**src/rtl/serial_frame_rx.sv**
```systemverilog
// Asynchronous serial frame receiver: 2-flop synchroniser, mid-bit sampling,
// LSB-first shift register, and a one-deep valid/ready output holding register.
module serial_frame_rx #(
  parameter int DATA_W       = 8,
  parameter int CLKS_PER_BIT = 16
) (
  input  logic              clk,
  input  logic              clear,
  input  logic              rx_d,
  output logic [DATA_W-1:0] rx_data,
  output logic              rx_valid,
  input  logic              rx_ready,
  output logic              frame_err,
  output logic              overrun
);

  localparam int CW = $clog2(CLKS_PER_BIT);
  localparam int BW = $clog2(DATA_W) + 1;
  localparam logic [CW-1:0] CNT_HALF = CW'(CLKS_PER_BIT/2 - 1);
  localparam logic [CW-1:0] CNT_FULL = CW'(CLKS_PER_BIT - 1);
  localparam logic [BW-1:0] IDX_LAST = BW'(DATA_W - 1);

  typedef enum logic [2:0] {S_IDLE, S_START, S_DATA, S_STOP, S_BREAK} state_e;

  state_e            state_q, state_d;
  logic              sync1_q, rx_s_q;
  logic [CW-1:0]     cnt_q, cnt_d;
  logic [BW-1:0]     idx_q, idx_d;
  logic [DATA_W-1:0] shift_q, shift_d;
  logic [DATA_W-1:0] data_q, data_d;
  logic              valid_q, valid_d;
  logic              ferr_q, ferr_d;
  logic              ovr_q, ovr_d;

  // Synchroniser idles high so reset never looks like a start edge.
  always_ff @(posedge clk or negedge clear) begin
    if (!clear) begin
      sync1_q <= 1'b1;
      rx_s_q  <= 1'b1;
    end else begin
      sync1_q <= rx_d;
      rx_s_q  <= sync1_q;
    end
  end

  always_ff @(posedge clk or negedge clear) begin
    if (!clear) begin
      state_q <= S_IDLE;
      cnt_q   <= '0;
      idx_q   <= '0;
      shift_q <= '0;
      data_q  <= '0;
      valid_q <= 1'b0;
      ferr_q  <= 1'b0;
      ovr_q   <= 1'b0;
    end else begin
      state_q <= state_d;
      cnt_q   <= cnt_d;
      idx_q   <= idx_d;
      shift_q <= shift_d;
      data_q  <= data_d;
      valid_q <= valid_d;
      ferr_q  <= ferr_d;
      ovr_q   <= ovr_d;
    end
  end

  always_comb begin
    state_d = state_q;
    cnt_d   = cnt_q;
    idx_d   = idx_q;
    shift_d = shift_q;
    data_d  = data_q;
    valid_d = valid_q;
    ferr_d  = 1'b0;
    ovr_d   = 1'b0;

    if (valid_q && rx_ready) valid_d = 1'b0;

    case (state_q)
      S_IDLE: begin
        if (!rx_s_q) begin
          state_d = S_START;
          cnt_d   = '0;
        end
      end
      S_START: begin
        if (cnt_q == CNT_HALF) begin
          cnt_d   = '0;
          idx_d   = '0;
          state_d = rx_s_q ? S_IDLE : S_DATA;
        end else begin
          cnt_d = cnt_q + CW'(1);
        end
      end
      S_DATA: begin
        if (cnt_q == CNT_FULL) begin
          cnt_d             = '0;
          shift_d           = shift_q >> 1;
          shift_d[DATA_W-1] = rx_s_q;
          idx_d             = idx_q + BW'(1);
          if (idx_q == IDX_LAST) state_d = S_STOP;
        end else begin
          cnt_d = cnt_q + CW'(1);
        end
      end
      S_STOP: begin
        if (cnt_q == CNT_FULL) begin
          cnt_d = '0;
          if (rx_s_q) begin
            state_d = S_IDLE;
            // Acceptance in this same cycle frees the holding register.
            if (!valid_q || rx_ready) begin
              data_d  = shift_q;
              valid_d = 1'b1;
            end else begin
              ovr_d = 1'b1;
            end
          end else begin
            ferr_d  = 1'b1;
            state_d = S_BREAK;
          end
        end else begin
          cnt_d = cnt_q + CW'(1);
        end
      end
      S_BREAK: begin
        if (rx_s_q) state_d = S_IDLE;
      end
      default: state_d = S_IDLE;
    endcase
  end

  assign rx_data   = data_q;
  assign rx_valid  = valid_q;
  assign frame_err = ferr_q;
  assign overrun   = ovr_q;

endmodule

```
**config.mk**
```make
export PLATFORM = sky130hd
export DESIGN_NAME = serial_frame_rx
export DESIGN_NICKNAME = d
export VERILOG_FILES = /design/src/rtl/serial_frame_rx.sv
export SDC_FILE = /design/constraint.sdc
export NUM_CORES = 1
export LEC_CHECK = 0
export ABC_AREA = 0
export CORE_UTILIZATION = 59
export CTS_CLUSTER_SIZE = 20
export DETAILED_ROUTE_END_ITERATION = 8
export PLACE_DENSITY = 0.91
export SLEW_MARGIN = 20
export SYNTH_ARGS = -nofsm -noshare
export SYNTH_HDL_FRONTEND = slang
export SYNTH_SLANG_ARGS = --single-unit
```
**constraint.sdc**
```tcl
create_clock -name clk -period 3.56 [get_ports clk]
set_input_delay 0.534 -clock clk [delete_from_list [all_inputs] [get_ports clk]]
set_output_delay 0.534 -clock clk [all_outputs]
set_load 0.01 [all_outputs]
```
### After elaboration in Yosys (flattened, before gate mapping)

Index checks and enable logic that the tools add are counted.

* word-level logic and storage cells: 65
* register bits: 32
* input port bits: 4
* output and inout bits: 11

* $add $sub $neg: 2
* reduce and logical (&&, ||, !) cells: 12
* equal/unequal tests: 13
* multiplexer cells: 28

Operators by type and width (count)
* 2-to-1 mux 3 bit: 7
* 2-to-1 mux 4 bit: 5
* one-hot mux 3 bit (5 select lines): 1
* 2-to-1 mux 1 bit: 12
* != test 2 bit (second input constant): 6
* one-hot mux 4 bit (3 select lines): 1
* adder 4 x 1 -> 4 bit (second input constant): 2
* equality test 4 x 3 -> 1 bit (second input constant): 2
* one-hot mux 4 bit (2 select lines): 1
* equality test 3 x 2 -> 1 bit (second input constant): 2
* AND reduction 6 bit: 1
* equality test 4 bit (second input constant): 1
* AND reduction 2 bit: 2
* AND reduction 4 bit: 1
* equality test 3 x 1 -> 1 bit (second input constant): 1
* equality test 3 bit (second input constant): 1
* zero test 3 bit: 1
* AND reduction 3 bit: 1
* nonzero test 3 bit: 1
* 2-to-1 mux 2 bit: 1
* nonzero test 2 bit: 1
* OR reduction 2 bit: 1
* logical AND 1 bit: 1
* zero test 1 bit: 1
* logical OR 1 bit: 1

### Depth between registers and ports, before layout

* depth in word-level cells: 6
* mapped depth: 6
* gate-level depth less buffers: 5

### Least setup slack after synthesis

Ideal clock, no wire load.

* path type: reg-to-reg
* start point: register cnt_q[0]
* end point: register data_q[0], in the netlist rx_data[0]
* library setup time: 0.125 ns
* slack: 1.613 ns
* stages on the path, launching flop included: 7
* arrival time: 1.822 ns
* data required time: 3.435 ns
* buffers on the path: 1
* clock period less this slack: 1.947 ns
* cell sequence: dfrtp_1 ha_1 nand3_4 or4b_4 nor2b_4 buf_12 mux2_4

* word-level cells in the longest chain between the ends: 2

Ends and longest elaborated chain
* start: declaration: line 27 `logic [CW-1:0] cnt_q, cnt_d;`
* start signal: assignment: line 58 `cnt_q <= cnt_d;`
* equality test 4 bit: line 108 `if (cnt_q == CNT_FULL) begin`
* AND reduction 4 bit (no line)
* end signal: assignment: line 61 `data_q <= data_d;`
* end: declaration: line 30 `logic [DATA_W-1:0] data_q, data_d;`

Every way passes these cells.
A chain may end at the register's enable or synchronous reset.

### Worst setup path in the final report

* start point: register cnt_q[0]
* end point: register data_q[1], in the netlist rx_data[1]

The elaborated chain is that of the path after synthesis.

==> metrics.md <==
| Metric | Value |
|---|---|
| Post-Synth XOR/XNOR Area | `0%` |
| DR vias/cell | `5.556` |
| Total GRT Usage | `21.24%` |
| Number of buffers created by CTS | `5` |
| Max Cap Viol | `0` |
| PD cells | `523.1 nW/um2` |
| Post-DP HPWL | `1605 um` |
| Mux share of post-synthesis cell area | `15.85%` |
| GPL Wtd Cong | `0.8199` |
| GRT overflow | `0` |
| Actual slew at the worst max-slew pin | `0.5976 ns` |
| Final wirelength | `2221 um` |
| Initial antenna violation count | `0` |
| Reg2Reg Launch Point | `cnt_q[0]` |
| DRC Markers | `0` |
| Crit-path cells | `ha_1, nand3_4, or4b_4, nor2b_4, mux2_4` |
| TritonCTS Sinks | `32` |
| Yosys top cell area share | `51.68%` |
| Count leader, synth | `dfrtp_1` |
| RSZ-0062 raised after global routing | `no` |
| CTS clk-pin slew, worst paths | `0.09 ns` |
| Root buffer cell | `clkbuf_4` |
| Adder-Cell Fraction of Synth Area | `1.723%` |
| Largest area contributor in the netlist | `dfrtp_1` |
| Peak VDD IR | `0.3993 mV` |
| Syn Nets | `121` |
| Syn Area/Cell | `12.63 um2` |
| Hold Crit Start | `sync1_q` |
| Upper clock frequency limit | `463.9 MHz` |
| Layout cells sized above 1 | `24.24%` |
| Core region area | `2276 um2` |
| Crit path kind | `flip-flop to flip-flop` |
| R2r worst-path depth | `5` |
| Postcts setup bufs | `0` |
| Max incr delay on CP | `0.54 ns` |
| Ranking of synthesized cells by area | `dfrtp_1 52%, mux2_4 8.3%, mux2_2 6.2%` |
| I/O Buffers | `14` |
| I/O Pins | `15` |
| Max Buffers Root-to-Sink | `2` |
| Warnings from Yosys | `0` |
| H-tree Lvls | `2` |
| WP depth | `5` |
| Seq cells post-synth | `32` |
| Top FF cell, synth | `dfrtp_1` |
| Area share of and/or/nand/nor cells after synthesis | `15.68%` |
| Register area share after synthesis | `55.30%` |
| Routed WL per cell | `13.88 um` |
| Antenna Nets Post-Route | `0` |
| Worst-case clock skew | `0.01249 ns` |
| Slew headroom | `60.08%` |
| Worst Hold Class | `flip-flop to flip-flop` |
| Reg2Reg Setup Slack | `1.40 ns` |
| Minimum clock period | `2.155 ns` |
| Pre-CTS setup slack | `1.409 ns` |
| Largest family of logic cells by synthesized area | `multiplexers` |
| Commonest cells post-synth | `30 x dfrtp_1, 14 x nand2_1, 8 x mux2_2, 8 x mux2_4, 6 x nor2_1` |
| DR vias | `889` |
| Crit path buffers/inverters | `0` |
| Startpoint types | `flip-flop` |
| Final Cycle Share | `60.55%` |
| Cts repair resizes | `0` |
| Crit-path slowest cell | `or4b_4` |
| Critical Path End | `rx_data[1]` |
| Detailed Route Iter0 Violations | `4` |
| Critical Path End Type | `flip-flop` |
| Max-slew violations | `0` |
| P_leak | `0.7569 nW` |
| Fin nets | `137` |
| Die height | `51.62 um` |
| EDFF count, synth | `0` |
| Chip width | `51.62 um` |
| Post-CTS Hold Buffers | `0` |
| Data arrival, critical path | `2.36 ns` |
| DR pass1 iterations | `5` |
| Fin. Hold Viols | `0` |
| Status | `completed` |
| Final Core Density | `72.95%` |
| Required @ worst endpoint | `3.77 ns` |
| Compound-Gate Fraction of Synth Area | `7.666%` |
| Number of diodes | `0` |
| Number of global-route vias before repair | `890` |
| Final WS setup | `1.405 ns` |
| Synth Instances | `115` |
| CTS tree | `built` |
| Mapped cell area | `1453 um2` |
| Post-synth ARST share | `100.0%` |
| Critical path's top delay family | `simple AND/OR/NAND/NOR gates` |
| Fin Setup TNS | `0 ns` |
| Row Count | `17` |
| Distinct cell type count after synthesis | `34` |
| Crit Path Max Fanout | `8` |
| Worst R2R End | `rx_data[1]` |
| First-pass GRT wire length | `3905 um` |
| Worst skew pair latency | `0.33 ns` |
| Total power | `0.8685 mW` |
| Die area | `2665 um2` |
| Area Overhead vs Synth | `14.30%` |
| Final setup violation count | `0` |
| Initial Util | `63.83%` |
| Pin count of the biggest net entering global routing | `33` |
| Setup crit start | `cnt_q[0]` |
cells in the final DEF, fill, tap and decap left out, drive strengths merged, types with 2 or more instances in the layout:
cell type,n
nand3b,2
nand2b,3
nand2,14
clkbuf,8
mux2,16
ha,2
clkdlybuf4s50,14
nor3b,2
a21o,2
nor2,6
dfrtp,30
o31ai,2
nand3,6
inv,3
o21ai,3
a21oi,2
dfstp,2
nor2b,2
mux2i,2
power breakdown:
group	switching [mW]	leakage, nW	internal, mW
logic	0.0878	0.290	0.0846
clock network	0.113	0.0386	0.116
registers	0.0628	0.428	0.404
how the worst min path moves through the flow:
stage	end	slack (ns)	cells after the start
after floorplan	cnt_q[0]	0.24	0
after global placement	rx_s_q	0.35	0
after detailed placement	rx_s_q	0.35	0
after CTS	rx_s_q	0.36	0
after global routing	rx_s_q	0.37	0
final	rx_s_q	0.36	0
through the flow:
| step | hold slack [ns] | instances | instance area [um2] |
|---|---|---|---|
| 6_report | 0.3615 | 160 | 1660 |
| 5_1_grt | 0.3658 | 160 | 1660 |
| 4_1_cts | 0.3635 | 160 | 1660 |
| 3_5_place_dp | 0.3509 | 152 | 1592 |
| 3_3_place_gp | 0.3479 | 152 | 1592 |
| 2_1_floorplan | 0.2384 | 115 | 1453 |
kinds of logic after synthesis:
family	count (synthesis)
fa+ha+maj	2
mux	18
buf+inv	9
simple gates	39
flops	32
compound gates	15
sequential cells by signal (all words and copies together) (netlist names):
name	cells
rx_data	8
rx_valid	1
cnt_q	4
frame_err	1
idx_q	4
sync1_q	1
rx_s_q	1
state_q	3
overrun	1
shift_q	8
cell type report:
| cell class | instances | area [um2] |
|---|---|---|
| sequential | 32 | 803.3 |
| tap | 28 | 35.03 |
| clock buffer | 8 | 68.82 |
| fill | 149 | 615.6 |
| timing repair buffer | 15 | 147.6 |
| multi-input combinational | 74 | 594.3 |
| inverter | 3 | 11.26 |
per-layer routing:
metal / up-vias / global-route usage (%) / part of all wire [%]
met2: 19 / 29.00 / 44
met3: 6 / 6.140 / 4.0
met5: - / 0 / 0
met4: 0 / 16.22 / 2.3
li1: 435 / - / -
met1: 429 / 28.29 / 49
(Power assumes the default switching activity.)
